==> src/rtl/rom_loader_pkg.sv <==
// Shared types for the boot-time instruction-memory loader.
// Optional checksum support is enabled by defining ROM_LOADER_CSUM_EN.
package rom_loader_pkg;

  localparam int LDR_HDR_BYTES = 4;
  localparam int ROM_SIZE      = 4096;

  typedef enum logic [2:0] {
    LDR_IDLE,
    LDR_LEN,
    LDR_DATA,
    LDR_CSUM,
    LDR_DONE,
    LDR_ERR
  } ldr_state_t;

  // States in which the loader consumes stream bytes.
  function automatic logic ldr_active(input ldr_state_t s);
    return (s == LDR_LEN) || (s == LDR_DATA) || (s == LDR_CSUM);
  endfunction

endpackage

==> src/rtl/rom_loader.sv <==
// Boot loader: takes a 4-byte big-endian length header plus image and writes it byte-wise
// from address 0. Define ROM_LOADER_CSUM_EN to require a trailing two's-complement checksum byte.
module rom_loader
  import rom_loader_pkg::*;
#(
  parameter int MEM_BYTES = ROM_SIZE
) (
  input  logic        clk,
  input  logic        rst,
  input  logic        start_i,
  input  logic [7:0]  byte_i,
  input  logic        byte_valid_i,
  output logic        byte_ready_o,
  output logic        mem_we_o,
  output logic [31:0] mem_addr_o,
  output logic [7:0]  mem_data_o,
  output logic        cpu_hold_o,
  output logic        busy_o,
  output logic        done_o,
  output logic        err_o,
  output logic [31:0] len_o
);

  ldr_state_t  state_reg, state_next;
  logic [31:0] cnt_reg, cnt_next;
  logic [31:0] len_reg, len_next;
  logic        we_reg, we_next;
  logic [31:0] addr_reg, addr_next;
  logic [7:0]  data_reg, data_next;
  logic [31:0] len_shift;
  logic        accept;
`ifdef ROM_LOADER_CSUM_EN
  logic [7:0]  sum_reg, sum_next;
  logic [7:0]  csum_total;
`endif

  assign byte_ready_o = ldr_active(state_reg);
  assign busy_o       = ldr_active(state_reg);
  assign accept       = byte_valid_i & byte_ready_o;
  assign len_shift    = {len_reg[23:0], byte_i};
  assign done_o       = (state_reg == LDR_DONE);
  assign err_o        = (state_reg == LDR_ERR);
  // A failed image keeps the core parked until a later load succeeds.
  assign cpu_hold_o   = ldr_active(state_reg) || (state_reg == LDR_ERR);
  assign mem_we_o     = we_reg;
  assign mem_addr_o   = addr_reg;
  assign mem_data_o   = data_reg;
  assign len_o        = len_reg;
`ifdef ROM_LOADER_CSUM_EN
  assign csum_total   = sum_reg + byte_i;
`endif

  always_comb begin
    state_next = state_reg;
    cnt_next   = cnt_reg;
    len_next   = len_reg;
    we_next    = 1'b0;
    addr_next  = addr_reg;
    data_next  = data_reg;
`ifdef ROM_LOADER_CSUM_EN
    sum_next   = sum_reg;
`endif
    case (state_reg)
      LDR_IDLE, LDR_DONE, LDR_ERR: begin
        if (start_i) begin
          state_next = LDR_LEN;
          cnt_next   = '0;
          len_next   = '0;
`ifdef ROM_LOADER_CSUM_EN
          sum_next   = '0;
`endif
        end
      end
      LDR_LEN: begin
        if (accept) begin
          len_next = len_shift;
          if (cnt_reg == 32'(LDR_HDR_BYTES - 1)) begin
            cnt_next = '0;
            if (len_shift > 32'(MEM_BYTES)) begin
              state_next = LDR_ERR;
            end else if (len_shift == '0) begin
`ifdef ROM_LOADER_CSUM_EN
              state_next = LDR_CSUM;
`else
              state_next = LDR_DONE;
`endif
            end else begin
              state_next = LDR_DATA;
            end
          end else begin
            cnt_next = cnt_reg + 32'd1;
          end
        end
      end
      LDR_DATA: begin
        if (accept) begin
          we_next   = 1'b1;
          addr_next = cnt_reg;
          data_next = byte_i;
          cnt_next  = cnt_reg + 32'd1;
`ifdef ROM_LOADER_CSUM_EN
          sum_next  = sum_reg + byte_i;
`endif
          if (cnt_reg == len_reg - 32'd1) begin
`ifdef ROM_LOADER_CSUM_EN
            state_next = LDR_CSUM;
`else
            state_next = LDR_DONE;
`endif
          end
        end
      end
`ifdef ROM_LOADER_CSUM_EN
      LDR_CSUM: begin
        // Checksum byte is consumed but never written to memory.
        if (accept) begin
          state_next = (csum_total == 8'h00) ? LDR_DONE : LDR_ERR;
        end
      end
`endif
      default: state_next = LDR_IDLE;
    endcase
  end

  always_ff @(posedge clk or posedge rst) begin
    if (rst) begin
      state_reg <= LDR_IDLE;
      cnt_reg   <= '0;
      len_reg   <= '0;
      we_reg    <= 1'b0;
      addr_reg  <= '0;
      data_reg  <= '0;
`ifdef ROM_LOADER_CSUM_EN
      sum_reg   <= '0;
`endif
    end else begin
      state_reg <= state_next;
      cnt_reg   <= cnt_next;
      len_reg   <= len_next;
      we_reg    <= we_next;
      addr_reg  <= addr_next;
      data_reg  <= data_next;
`ifdef ROM_LOADER_CSUM_EN
      sum_reg   <= sum_next;
`endif
    end
  end

endmodule

==> config.mk <==
export PLATFORM = sky130hd
export DESIGN_NAME = rom_loader
export DESIGN_NICKNAME = d
export VERILOG_FILES = /design/src/rtl/rom_loader_pkg.sv /design/src/rtl/rom_loader.sv
export SDC_FILE = /design/constraint.sdc
export NUM_CORES = 1
export LEC_CHECK = 0
export CAP_MARGIN = 10
export CORE_ASPECT_RATIO = 0.9
export CORE_MARGIN = 4
export CORE_UTILIZATION = 59
export DETAILED_ROUTE_END_ITERATION = 10
export PLACE_DENSITY = 0.94
export RECOVER_POWER = 50
export SETUP_SLACK_MARGIN = 0.3
export SYNTH_ARGS = -nofsm -noshare
export SYNTH_HDL_FRONTEND = slang
export SYNTH_SLANG_ARGS = --single-unit
==> constraint.sdc <==
create_clock -name clk -period 9.8 [get_ports clk]
set_input_delay 2.45 -clock clk [delete_from_list [all_inputs] [get_ports clk]]
set_output_delay 2.45 -clock clk [all_outputs]
set_load 0.02 [all_outputs]
==> impl_metrics.ini <==
[drt]
finalWirelength_mm = 15.3
met2WireLength_mm = 7.27
drcViolationCount = 0
ant_nets = 0
first_pass_iters = 5
wl_met1_mm = 6.68
via_per_inst = 6.07
routedWlPerCell_um = 19.0
drt_iter0_markers = 514
wl_met3_mm = 1.05
num_vias = 4877
dr.max_layer_used = met4

[timing]
finalSetupViolations = 0
clock.fmax_ghz = 0.186
finalCritPeriodShare = 0.548
skew_ns = 0.0117
fin_ws_ns = 4.43
tightest_slew_ns = 2.38
timing.slew.headroom = -0.587
fin_setup_tns_ns = 0
rsz0062_at_grt = false
slew_viol_final = 113
period_minus_slack_ns = 5.37
hold_viol_final = 0

[cells_and_area]
antenna_cells = 0
final_nets = 688
design_area_um2 = 7020
layout.cells.non_filler = 804
drive_gt1_frac = 0.122
area_growth_pct = 19.5

[floorplanning]
chipWidth_um = 113
coreArea_um2 = 9700
dieHeight_um = 103
die_area_um2 = 11600
io_pins = 90
initial_core_util = 0.606
rows = 34

[power]
p_leak_uw = 0.00313
swShare = 0.465
intPower_uw = 1000
peakVddDrop_mv = 0.149
p_sw_uw = 869
power_density_nw_per_um2 = 267
seqPwrFrac = 0.347
design_power_total_uw = 1870
p_comb_frac = 0.508
pwr-share-clk = 0.145

[worst_setup_path]
crit_required_ns = 10.08
ff2ff_path_depth = 6
crit_fanout = 64
rr_startpoint = state_reg[2]
arrival_ns = 5.65
path_class = in2reg
crit_path_end_kind = flop
r2r_setup_slack_ns = 6.41
r2r_end = len_o[18]
startpoint_type = input port

[clock_network]
cts_setup_buffers = 0
clock_latency_ns = 0.39
cts_root_buf = clkbuf_8
clkSlewWorstSetupHoldPaths_ns = 0.11
cts-resized-gates = 0
numCtsBuffers = 9
hold_buffers = 0
htreeDepth = 3
cts_max_path_buffers = 2
cts_tree = yes
clock_sinks = 108

[global_routing]
grtUsageTotal = 0.279
grt-ovfl-total = 0
grt_pass1_vias = 4842
antenna_found_initial = 0
grt_max_degree = 65
grt_pass1_wl_mm = 25.5

[logic_synthesis]
synth.most_common_cell = dfrtp_1
async_flop_share = 1.00
yosys-top-cells-count = dfrtp_1 (108), nand3_1 (50), o21ai_0 (50)
synth.area.top_cells = dfrtp_1 (46%), mux2_2 (7.7%), xnor2_1 (5.2%)
syn_inst = 603
yosysWarnings = 0
synth_seq_cells = 108
syn_avg_cell_area_um2 = 9.74
synth_cell_type_count = 61
synth.cell_area_um2 = 5870
synth_nets = 618
synth.top_cell.area_share = 0.460
ys.flop_type = dfrtp_1
yosysSeqAreaShare = 0.460
synth_top_area_cell = dfrtp_1
synth_edf_count = 0

[placed_design]
post-place-cells = 788
pre_cts_slack_ns = 4.65
dpl-instance-area_um2 = 6830
hpwl_mm = 11.2
io_buffers = 89
globalplace.congestion = 0.921

[min_path]
holdPathStages = 1
hold_path.startpoint = mem_addr_o[21]
worstHoldPathType = reg2reg
hold_end = mem_addr_o[21]

[outcome]
status = finished, violations left
violations = max-capacitance violations, max-slew violations

[job]
max_cap_viol_count = 2
area by class of cell:
type	count	area, um^2
multi-input combinational	424	2910
clock buffer	9	124
fill	715	2680
timing repair buffer	93	917
inverter	37	140
clock inverter	7	66.3
tap	126	158
sequential	108	2700
layer usage:
metal  global-route usage  up-vias
li1                     -     2249
met1                0.393     2401
met2                0.442      199
met3               0.0558       28
met4               0.0841        0
met5                    0        -
placed cells by master (no fill, tap or decap), types with 4 or more instances in the layout:
cell             synthesis  final
xnor2_1                 35     35
nor4_1                  10     10
clkbuf_8                 0      9
o21ai_0                 50     50
dfrtp_1                108    108
xor2_1                  33     33
clkdlybuf4s50_1          0     45
and3_1                   6      6
o31ai_1                  4      4
nor4_2                   4      4
mux2_2                  40     40
nand4_1                 13     13
and4_1                   4      4
inv_1                   37     36
dlygate4sd3_1            0     44
nand3_1                 50     50
or3_1                    7      7
nand2b_1                 5      5
nor2_1                  49     47
nor3_1                  15     15
a21oi_1                 16     15
nand2_1                 25     25
stage by stage:
step / hold slack, ns / utilization
floorplan: 0.529 / -
detailed placement: 0.494 / 0.704
global route: 0.528 / 0.723
finish: 0.508 / 0.723
global placement: 0.489 / 0.704
CTS: 0.517 / 0.724
worst max-delay path by stage:
stage | start | endpoint | slack [ns] | cells past startpoint
2_1_floorplan | rst | cnt_reg[0] | 4.50 | 1
3_3_place_gp | byte_valid_i | cnt_reg[31] | 4.75 | 9
3_5_place_dp | byte_valid_i | cnt_reg[30] | 4.65 | 8
4_1_cts | byte_valid_i | cnt_reg[30] | 5.04 | 8
5_1_grt | byte_valid_i | len_o[18] | 4.00 | 6
6_report | byte_valid_i | len_o[18] | 4.43 | 6
power groups by stage:
| stage | Sequential [uW] | Clock (uW) | Combinational (uW) |
|---|---|---|---|
| floorplan | 663 | 0 | 617 |
| global placement | 650 | 0 | 925 |
| detailed placement | 651 | 0 | 943 |
| CTS | 643 | 275 | 950 |
| global route | 662 | 297 | 1030 |
| finish | 649 | 270 | 950 |
worst max-delay path, stage by stage:
cell and delay, ns:
dlygate4sd3_1 0.59, nand3b_1 0.21, a21oi_4 0.16, clkbuf_1 1.70, nand3_1 0.32, o21ai_0 0.19
cell families (layout without fill, tap and decap cells):
kind of cell,count (synthesis),in the layout,synth area share
fa+ha+maj,3,3,0.00639
buf+inv,71,146,0.0484
compound gates,92,92,0.0918
simple gates,219,219,0.212
flops,108,108,0.460
xor+xnor,68,68,0.101
mux,42,42,0.0801
No activity file was read; power rests on OpenSTA's default activity.
